==> src/rtl/audio_dac_writer.sv <==
// Codec transmit path: buffers mono samples in a small FIFO and issues one
// codec write per sample, left-justified to 24 bits on both channels.
module audio_dac_writer #(
  parameter int DEPTH        = 8,
  parameter int SAMPLE_WIDTH = 16
) (
  input  logic                    clk,
  input  logic                    rst,
  input  logic [SAMPLE_WIDTH-1:0] inSample,
  input  logic                    inValid,
  output logic                    inReady,
  input  logic                    mute,
  input  logic                    writeReady,
  output logic                    write,
  output logic [23:0]             writeDataLeft,
  output logic [23:0]             writeDataRight,
  output logic [7:0]              dropCount,
  output logic                    underrun,
  output logic [$clog2(DEPTH):0]  fillLevel
);

  localparam int AW = $clog2(DEPTH);
  localparam logic [AW:0] PTR_ONE = 1;

  typedef enum logic [1:0] {IDLE, ARM, ISSUE, COOLDOWN} state_t;

  state_t                  state_q, state_d;
  logic [AW:0]             wr_ptr_q, wr_ptr_d, rd_ptr_q, rd_ptr_d;
  logic [SAMPLE_WIDTH-1:0] mem_q [DEPTH];
  logic                    write_q, write_d;
  logic [23:0]             data_q, data_d;
  logic [7:0]              drop_q, drop_d;
  logic                    underrun_q, underrun_d;
  logic                    issued_q, issued_d;
  logic                    empty, full, push;

  assign empty = (wr_ptr_q == rd_ptr_q);
  assign full  = (wr_ptr_q[AW] != rd_ptr_q[AW]) &&
                 (wr_ptr_q[AW-1:0] == rd_ptr_q[AW-1:0]);
  assign push  = inValid && !full;

  always_comb begin
    state_d    = state_q;
    wr_ptr_d   = wr_ptr_q;
    rd_ptr_d   = rd_ptr_q;
    write_d    = 1'b0;
    data_d     = data_q;
    drop_d     = drop_q;
    underrun_d = underrun_q;
    issued_d   = issued_q;

    if (push) wr_ptr_d = wr_ptr_q + PTR_ONE;
    if (inValid && full && drop_q != 8'hFF) drop_d = drop_q + 8'd1;

    case (state_q)
      IDLE: begin
        if (!empty) state_d = ARM;
        else if (writeReady && issued_q) underrun_d = 1'b1;
      end
      // Data and strobe are registered on entry to ISSUE so they appear together.
      ARM: begin
        if (writeReady) begin
          state_d = ISSUE;
          write_d = 1'b1;
          data_d  = mute ? '0 : (24'(mem_q[rd_ptr_q[AW-1:0]]) << (24 - SAMPLE_WIDTH));
        end
      end
      ISSUE: begin
        rd_ptr_d = rd_ptr_q + PTR_ONE;
        issued_d = 1'b1;
        state_d  = COOLDOWN;
      end
      COOLDOWN: state_d = empty ? IDLE : ARM;
    endcase
  end

  always_ff @(posedge clk) begin
    if (rst) begin
      state_q    <= IDLE;
      wr_ptr_q   <= '0;
      rd_ptr_q   <= '0;
      write_q    <= 1'b0;
      data_q     <= '0;
      drop_q     <= '0;
      underrun_q <= 1'b0;
      issued_q   <= 1'b0;
    end else begin
      state_q    <= state_d;
      wr_ptr_q   <= wr_ptr_d;
      rd_ptr_q   <= rd_ptr_d;
      write_q    <= write_d;
      data_q     <= data_d;
      drop_q     <= drop_d;
      underrun_q <= underrun_d;
      issued_q   <= issued_d;
    end
  end

  always_ff @(posedge clk) begin
    if (push && !rst) mem_q[wr_ptr_q[AW-1:0]] <= inSample;
  end

  assign inReady        = !full;
  assign write          = write_q;
  assign writeDataLeft  = data_q;
  assign writeDataRight = data_q;
  assign dropCount      = drop_q;
  assign underrun       = underrun_q;
  assign fillLevel      = wr_ptr_q - rd_ptr_q;

endmodule

==> config.mk <==
export PLATFORM = sky130hd
export DESIGN_NAME = audio_dac_writer
export DESIGN_NICKNAME = d
export VERILOG_FILES = /design/src/rtl/audio_dac_writer.sv
export SDC_FILE = /design/constraint.sdc
export NUM_CORES = 1
export LEC_CHECK = 0
export BUFFER_PORTS_ARGS = -buffer_cell sky130_fd_sc_hd__buf_2
export CAP_MARGIN = 5
export CORE_MARGIN = 2
export CORE_UTILIZATION = 62
export DETAILED_ROUTE_END_ITERATION = 10
export GPL_ROUTABILITY_DRIVEN = 0
export GPL_TIMING_DRIVEN = 1
export PLACE_DENSITY_LB_ADDON = 0.25
export SLEW_MARGIN = 20
export SYNTH_ARGS = -nofsm -noshare
export SYNTH_HDL_FRONTEND = slang
export SYNTH_SLANG_ARGS = --single-unit
export TNS_END_PERCENT = 20
==> constraint.sdc <==
create_clock -name clk -period 8.1 [get_ports clk]
set_clock_uncertainty 0.05 [all_clocks]
set_input_delay 0.81 -clock clk [delete_from_list [all_inputs] [get_ports clk]]
set_output_delay 0.81 -clock clk [all_outputs]
set_load 0.005 [all_outputs]
==> reports/summary.txt, run 1 <==
Post-synthesis cell type count - 40
Core ar. - 10790 µm²
Synth-to-Final Area Change - 14.22%
Initial core utilization - 63.33%
WL final - 13550 µm
Fillers - 689
Fmax - 347.9 MHz
First-pass GRT wire length - 20820 µm
Fraction of layout instances using a drive strength above 1 - 24.71%
Post-synthesis mux area share - 10.54%
Sequence of cells on the critical path - inv_1, fa_1, xnor2_1, buf_2
Std cell rows - 38
Dpl cells - 634
Period utilisation layout - 35.48%
Leak Pwr - 2.797 nW
WHS - 423.6 ps
Overall routing resource usage - 24.53%
CTS Buf Count - 17
Setup TNS - 0 ps
Final hold violation count - 0
Final nets - 546
Input/output buffers - 67
Period minus WS final - 2874 ps
Chip Height - 109 µm
Netlist Area Pre-Place - 6835 µm²
Maxcap violations - 0
ANT cells - 0
Ys Warns - 0
CP max stage cell - dfxtp_1
CTS tree - built
Crit path DAT - 2010 ps
Worst R2R Setup Slack - 5300 ps
Clock Sinks - 168
Yosys top cell area share - 56.23%
Vias in the first global route - 3985
Largest net degree at the start of global routing - 49
Drt initial violations - 280
Full die area - 11880 µm²
DR WL/cell - 20.34 µm
Async S/R FF share, synth - 0%
Measured slew at the worst slew-check pin - 941.1 ps
Hold-fix buffers, CTS - 0
Startpoint types - register
CTS H-tree depth - 4
Vias - 3958
Sequential share of the synthesized area - 67.95%
Ports - 84
Power per standard cell area - 276.8 nW/µm²
Peak VDD IR - 154.3 µV
Post-cts resize count - 0
Synth area leaders - edfxtp_1 (56%), dfxtp_1 (12%), mux2i_1 (5.3%)
Congestion Overflow GR - 0
CP Class - register to primary output
Max incr delay on CP - 500 ps
Detailed Place HPWL - 8317 µm
Finished Layout Cells - 666
Largest family of logic cells by synthesized area - multiplexers
Clock Path Buffers - 2
DRT antenna net count - 0
Post-Synthesis Cells - 449
Worst Hold Class - register to register
Adder-cell share of the synthesized area - 2.306%
Drt first pass iters - 4
Post-Synthesis Mean Instance Area - 15.22 µm²
Simple-gate area share of the yosys netlist - 6.022%
Drt via density - 5.943
Crit. End Element - primary output
Area leader, netlist - edfxtp_1
DRC errors left - 0
Clk slew on worst S/H paths - 60 ps
CP required - 7240 ps
Initial antenna violation count - 0
Clk_lat worst skew - 540 ps
#FFs+latches synth - 168
Final max-slew violation count - 0
Post-CTS setup buffer count - 0
Run status - finished clean
Relative slew slack - 37.11%
EDFF count, synth - 128
Final setup viols - 0
RSZ-0062 raised after global routing - false
Die X-Extent - 109 µm
CTS root buf - clkbuf_8
Worst Path Max Fanout - 8
Post-synthesis xor/xnor area fraction - 1.391%
Most used DFF post-synth - edfxtp_1
Compound-Gate Fraction of Synth Area - 6.352%
Power consumption - 0.002161 W
## critical path: cells and delay by family (launching register included)
kind,cells,cell delay (ps)
adders and majority gates,1,460
DFF,1,500
buffers and inverters,2,290
xor gates and xnor gates,1,230
## stage by stage
stage | setup WS, ps | instance area (µm²) | util [%]
5_1_grt | 5094 | 7807 | 72.34
3_5_place_dp | 5117 | 7196 | 66.67
4_1_cts | 5195 | 7807 | 72.34
3_3_place_gp | 5196 | 7196 | 66.67
6_report | 5226 | 7807 | 72.34
2_1_floorplan | 5119 | 6892 | -
## synth_stat cells, types with 2 or more instances
master and number:
edfxtp_1 128, and3_1 2, nand2_1 5, nand3_1 4
nor2_1 40, nand2b_1 17, clkbuf_1 12, or3_1 4
mux2i_1 36, o31ai_1 3, dfxtp_1 40, or4_1 3
mux4_2 16, xnor2_1 7, buf_4 32, inv_1 14
o21ai_0 5, a21oi_1 7, nand4_1 4, a32oi_1 17
nor3_1 3, buf_2 6, xor2_1 2, a22oi_1 16
ha_1 11
## sequential cells by signal (all words and copies together), names as in the netlist, 2 cells and up, named ones only
signal / count
mem_q: 128
writeDataLeft: 16
dropCount: 8
rd_ptr_q: 4
wr_ptr_q: 4
state_q: 2
## power breakdown
group,leakage (nW),internal (W),switching (W),total (W)
logic,1.03,0.000164,0.000192,0.000355
clock network,0.290,0.000511,0.000318,0.000829
registers,1.48,0.000957,0.0000197,0.000977
total,2.80,0.00163,0.000530,0.00216
## metal layers
| layer | GRT usage [%] | wire length [µm] | up-vias |
|---|---|---|---|
| met2 | 41.30 | 6967 | 165 |
| met4 | 8.974 | 293 | 0 |
| met5 | 0 | 0 | - |
| li1 | - | - | 1785 |
| met3 | 6.934 | 963 | 26 |
| met1 | 30.40 | 5322 | 1982 |
## final cells by class
type	count	area (µm²)	area share, %
flip-flops and latches	168	4646	59.50
multi-input cells	232	1889	24.20
clock buffers	21	439.2	5.625
repair buffers	80	432.9	5.545
well taps	140	175.2	2.244
clock inverters	11	172.7	2.212
inverters	14	52.55	0.6731
## cells in the final DEF (no fill, tap or decap), types with 4 or more instances in the layout
master	netlist	final
edfxtp_1	128	128
a21oi_1	7	7
buf_2	6	67
nand3_1	4	4
nor2_1	40	40
nand4_1	4	4
nand2_1	5	5
conb_1	1	16
a22oi_1	16	16
xnor2_1	7	7
buf_4	32	13
dfxtp_1	40	39
mux4_2	16	16
ha_1	11	11
bufinv_16	0	4
or3_1	4	4
nand2b_1	17	17
mux2i_1	36	36
clkbuf_16	0	16
a32oi_1	17	17
inv_1	14	14
o21ai_0	5	5
## cells by family after synthesis
family,after synthesis
compound gates,58
xor+xnor,10
fa+ha+maj,12
buf+inv,64
flops,168
mux,52
other cells,1
simple gates,84
## worst paths after layout
check / end / cells after the start / startpoint
worst max register to register: mem_q[4][15] / 6 / wr_ptr_q[2]
worst min register to register: issued_q / 2 / issued_q
worst min-delay path: issued_q / 2 / issued_q
worst max-delay path: fillLevel[2] / 4 / wr_ptr_q[1]
Note: power is estimated with default switching activity, not from simulation.
==> run 2, diff against run 1 <==
Settings changed: CORE_UTILIZATION 62 to 52.
Clock period 8.1 ns to 2.6 ns, I/O delays scaled along.
==> run 2 against run 1 <==
Compared with the run above:
- combinational power grew to 3.2 times the previous value
- core utilization shrank 9.5 points
- design area up 2.5%
- via count decreased by 0.15%
- count of clock-buffer cells in the layout fell by 3
- sequential share of layout area shrank 1.4 points
- critical path depth up 2
- non-clock buffer count rose by 9
- hold slack lost 350 ps
- sequential cell count is the same
- cell count grew 6.0%
==> reports/summary.txt, run 2 (same netlist as run 1, synthesis figures left out) <==
Max reg flops - 128 (unchanged)
Hold path start - inSample[9]
Period minus WS final - 2318 ps
Most common cell after layout, fill and taps aside - edfxtp_1
Run status - finished clean
Peak VDD IR - 458.8 µV (+200%)
Finished Layout Cells - 706 (+6.0%)
Vias - 3952 (-0.15%)
Chip Height - 118.7 µm (+8.9%)
Fmax - 431.4 MHz
Initial antenna violation count - 0 (unchanged)
Dpl cells - 675 (+6.5%)
Input/output buffers - 67 (unchanged)
Max layer used - met4
Drt via density - 5.598 (-5.8%)
Crit. End Element - register
Crit path DAT - 2360 ps (+350 ps)
Fraction of layout instances using a drive strength above 1 - 26.03% (+1.3 points)
Final hold violation count - 0 (unchanged)
Final max-slew violation count - 0 (unchanged)
Clk_lat worst skew - 430 ps (-110 ps)
Clock Sinks - 168 (unchanged)
Detailed Place HPWL - 8903 µm (+7.0%)
Period utilisation layout - 89.15%
ANT cells - 0 (unchanged)
Worst Path Max Fanout - 16 (+8)
Worst Hold Class - primary input to register
Maxcap violations - 0 (unchanged)
CTS root buf - clkbuf_16
Vias in the first global route - 3828 (-3.9%)
CP required - 2650 ps (-4590 ps)
Relative slew slack - 65.01% (+28 points)
FF/Latch Area - 4646 µm² (unchanged)
Startpoint types - register
Initial core utilization - 53.73% (-9.6 points)
Multi-input logic area - 1889 µm² (unchanged)
Worst r2r src - wr_ptr_q[2]
Synth-to-Final Area Change - 17.04%
Full die area - 14080 µm² (+18%)
Drt initial violations - 293 (+4.6%)
Clock Path Buffers - 2 (unchanged)
WL final - 13400 µm (-1.1%)
Final setup viols - 0 (unchanged)
Final nets - 555 (+1.6%)
Clk slew on worst S/H paths - 60 ps (about the same)
WL met3 - 754 µm (-22%)
Largest net degree at the start of global routing - 28 (-43%)
CTS H-tree depth - 4 (unchanged)
CTS tree - built
DR WL/cell - 18.98 µm (-6.7%)
WHS - 71.13 ps (-352.5 ps)
Std cell rows - 41 (+7.9%)
Congestion Overflow GR - 0 (unchanged)
DRT antenna net count - 0 (unchanged)
CTS Buf Count - 17 (unchanged)
Core ar. - 12720 µm² (+18%)
Crit. Startpoint - wr_ptr_q[2]
Measured slew at the worst slew-check pin - 511.6 ps (-429.5 ps)
Post-CTS setup buffer count - 0 (unchanged)
Fillers - 959 (+39%)
First-pass GRT wire length - 21120 µm (+1.4%)
Most frequent cells in the layout - edfxtp_1 (128), buf_2 (67), nor2_1 (40)
Die X-Extent - 118.7 µm (+8.9%)
Power per standard cell area - 844.8 nW/µm² (+210%)
Hold-fix buffers, CTS - 0 (unchanged)
RSZ-0062 raised after global routing - false
DR WL met2 - 6771 µm (-2.8%)
DRC errors left - 0 (unchanged)
Leak Pwr - 2.865 nW (+2.4%)
WL met1 - 5781 µm (+8.6%)
Post-cts resize count - 0 (unchanged)
Overall routing resource usage - 20.15% (-4.4 points)
Drt first pass iters - 4 (unchanged)
CP Class - register to register
Ports - 84 (unchanged)
run 2: cell types whose count changed in the layout (fill, tap and decap cells not counted):
cell        delta
clkbuf_1       -2
clkbuf_16      +1
clkinvlp_4     -1
buf_4          +2
inv_6          -1
clkinv_4       +3
inv_8          -1
clkinv_1       +1
buf_12         +7
clkbuf_8       -2
clkinv_2       +1
run 2: where the power goes:
part           switching, W  internal, W
Clock              0.000973      0.00159
Combinational      0.000592     0.000551
Sequential        0.0000660      0.00298
Total               0.00163      0.00513
run 2: final cells by class:
class                           instances  share of cell area, %
Clock buffer                           18                  5.364
Clock inverter                         13                  2.252
Inverter                               14                 0.6569
Multi-Input combinational cell        232                  23.62
Sequential cell                       168                  58.07
Tap cell                              172                  2.690
Timing Repair Buffer                   89                  7.351
run 2: final timing paths:
path                       to  slack (ps)  depth (start not counted)
hold / removal    mem_q[2][9]          70                          1
hold reg to reg      underrun         420                          2
setup / recovery  mem_q[3][0]         280                          6
setup reg to reg  mem_q[3][0]         280                          6
run 2: routing by layer:
metal  track usage [%]  vias to the layer above
li1                  -                     1805
met1             26.50                     1996
met2             33.19                      140
met3             4.730                       11
met4             6.622                        0
met5                 0                        -
run 2: critical path, stage by stage (launching register included):
cell	delay [ps]
dfxtp_1	470
ha_1	320
nand3_1	180
o21ai_1	150
or3_1	400
nor2_1	120
buf_4	280
run 2: stage by stage:
stage	util, %	instance area [µm²]	power (W)	setup WS (ps)	setup TNS, ps
2_1_floorplan	-	6892	0.003943	-381.3	-12180
3_3_place_gp	58.09	7391	0.004234	332.7	0
3_5_place_dp	58.09	7391	0.004257	295.4	0
4_1_cts	62.88	8000	0.006817	284.9	0
5_1_grt	62.88	8000	0.007034	117.6	0
6_report	62.88	8000	0.006759	282.2	0
==> run 3, diff against run 2 <==
Settings changed: CORE_UTILIZATION 52 to 58.
Clock period 2.6 ns to 2.5 ns, I/O delays scaled along.
==> run 3 against run 2 <==
Compared with the run above:
- die area is 10% lower
- via count is 1.2% higher
- non-clock buffer count up 2
- fmax up 1.1%
- highest routed layer unchanged
==> reports/summary.txt, run 3 (same netlist as run 1, synthesis figures left out) <==
Detailed Place HPWL - 9076 µm (+1.9%)
Hold-fix buffers, CTS - 1 (+1)
WL final - 13750 µm (+2.6%)
Worst Hold Endpoint - mem_q[2][0]
Congestion Overflow GR - 0 (unchanged)
Worst Path Max Fanout - 16 (unchanged)
Measured slew at the worst slew-check pin - 842.0 ps (+330.4 ps)
Worst r2r src - wr_ptr_q[0]
Largest net degree at the start of global routing - 37 (+32%)
CP max stage cell - or3_1
Drt initial violations - 437 (+49%)
Clk_lat worst skew - 420 ps (about the same)
Drt first pass iters - 5 (+1)
Post-route cell area - 7935 µm² (-0.81%)
First-pass GRT wire length - 21470 µm (+1.6%)
Clk slew on worst S/H paths - 60 ps (about the same)
Period minus WS final - 2293 ps (-24.88 ps)
Clock Path Buffers - 2 (unchanged)
Vias - 4000 (+1.2%)
Sw power - 0.001726 W (+5.9%)
Reg-to-Reg End - mem_q[0][13]
Die X-Extent - 112.6 µm (-5.1%)
Peak VDD IR - 637.4 µV (+39%)
CP required - 2560 ps (-90 ps)
Max reg flops - 128 (unchanged)
ANT cells - 0 (unchanged)
Chip Height - 112.6 µm (-5.1%)
Relative slew slack - 43.80% (-21 points)
DR WL/cell - 20.22 µm (+6.5%)
Internal - 0.005355 W (+4.4%)
DRC errors left - 0 (unchanged)
Power per standard cell area - 892.5 nW/µm² (+5.6%)
Buf/Inv on CP - 2 (+1)
Share of power burned in registers - 45.7% (+0.6 points)
Power consumption - 0.007082 W (+4.8%)
Clock group share of total power - 38.4% (+0.4 points)
CP Class - register to register
Crit path DAT - 2350 ps (about the same)
Initial core utilization - 59.61% (+5.9 points)
CTS root buf - clkbuf_16
Most frequent cells in the layout - edfxtp_1 (128), buf_2 (67), nor2_1 (39), dfxtp_1 (39), mux2i_1 (36)
Crit. Startpoint - wr_ptr_q[0]
Most common cell after layout, fill and taps aside - edfxtp_1
Overall routing resource usage - 22.66% (+2.5 points)
RSZ-0062 raised after global routing - false
Core ar. - 11470 µm² (-9.9%)
Hold path start - inSample[0]
Startpoint types - register
Synth-to-Final Area Change - 16.09%
Final nets - 557 (+0.36%)
Ports - 84 (unchanged)
Worst reg2reg path depth - 7 (+1)
Switching part of the total - 24.38% (+0.25 points)
CTS Buf Count - 17 (unchanged)
Worst Hold Class - primary input to register
Post-cts resize count - 0 (unchanged)
Fraction of layout instances using a drive strength above 1 - 26.44% (+0.41 points)
Final max-slew violation count - 0 (unchanged)
DRT antenna net count - 0 (unchanged)
Initial antenna violation count - 0 (unchanged)
Worst R2R Setup Slack - 210 ps (-80 ps)
Sequence of cells on the critical path - inv_1, ha_1, nand3_1, o21ai_1, or3_1, nor3_2, buf_4
Std cell rows - 39 (-4.9%)
Clock Sinks - 168 (unchanged)
Comb pwr share - 15.9% (-1.0 points)
Period utilisation layout - 91.72% (+2.6 points)
Family with the most delay on the worst path - simple AND/OR/NAND/NOR gates
Full die area - 12670 µm² (-10%)
Fmax - 436.1 MHz (+1.1%)
Post-CTS setup buffer count - 0 (unchanged)
Placed inst area - 7302 µm² (-1.2%)
CTS tree - built
Hold Crit Depth - 1 (unchanged)
Final hold violation count - 0 (unchanged)
Input/output buffers - 67 (unchanged)
Crit. End Element - register
Max incr delay on CP - 430 ps (-40 ps)
Final setup viols - 0 (unchanged)
Vias in the first global route - 3911 (+2.2%)
Leak Pwr - 2.856 nW (-0.34%)
Run status - finished clean
Maxcap violations - 0 (unchanged)
CTS H-tree depth - 4 (unchanged)
Drt via density - 5.882 (+5.1%)
[run 3: changes by cell type in the layout (fill, tap and decap cells not counted)]
| cell | previous run | this run |
|---|---|---|
| buf_12 | 7 | 2 |
| clkbuf_1 | 1 | 2 |
| clkinv_1 | 1 | 0 |
| nor2_2 | 0 | 1 |
| nor2_1 | 40 | 39 |
| clkinv_2 | 3 | 2 |
| dlygate4sd3_1 | 0 | 1 |
| clkinvlp_4 | 2 | 5 |
| clkinv_4 | 3 | 1 |
| clkbuf_8 | 0 | 1 |
| buf_4 | 15 | 21 |
[run 3: cell type report]
type	instances	area (µm²)
clock buffers	20	446.7
clock inverters	12	176.4
fillers	756	3532
inverters	14	52.55
multi-input cells	232	1892
flip-flops and latches	168	4646
well taps	143	178.9
repair buffers	91	543.0
[run 3: how the worst max path moves through the flow]
stage              endpoint  slack, ps  cells after the start
2_1_floorplan   mem_q[7][0]        -80                      5
3_3_place_gp   mem_q[0][11]        320                      6
3_5_place_dp   mem_q[0][13]        230                      6
4_1_cts        mem_q[0][13]        210                      7
5_1_grt         mem_q[0][8]         90                      6
6_report       mem_q[0][13]        210                      7
[run 3: metal layers]
layer	global-route usage, %	vias up	routed length (µm)
met3	5.022	15	862
met1	31.27	1997	5865
met4	7.805	0	167
met5	0	-	0
li1	-	1818	-
met2	36.13	170	6852
[run 3: power groups by stage]
stage	Sequential, W	Combinational, W	Clock [W]
floorplan	0.00322	0.000884	0
global placement	0.00329	0.00110	0
detailed placement	0.00330	0.00112	0
CTS	0.00325	0.00113	0.00275
global route	0.00326	0.00123	0.00286
finish	0.00324	0.00112	0.00272
[run 3: worst reg2reg max path, stage by stage (launching register included)]
cell     delay (ps)
dfxtp_1         360
inv_1           110
ha_1            340
nand3_1         130
o21ai_1         150
or3_1           430
nor3_2          130
buf_4           280
[run 3: per-stage QoR]
stage	hold slack (ps)	utilization [%]	instances	setup WS [ps]	setup TNS, ps
3_3_place_gp	396.3	63.66	647	316.3	0
4_1_cts	61.12	69.20	680	205.0	0
6_report	75.63	69.20	680	207.1	0
2_1_floorplan	298.9	-	464	-81.13	-7998
5_1_grt	69.46	69.20	680	89.80	0
3_5_place_dp	408.3	63.68	647	234.0	0
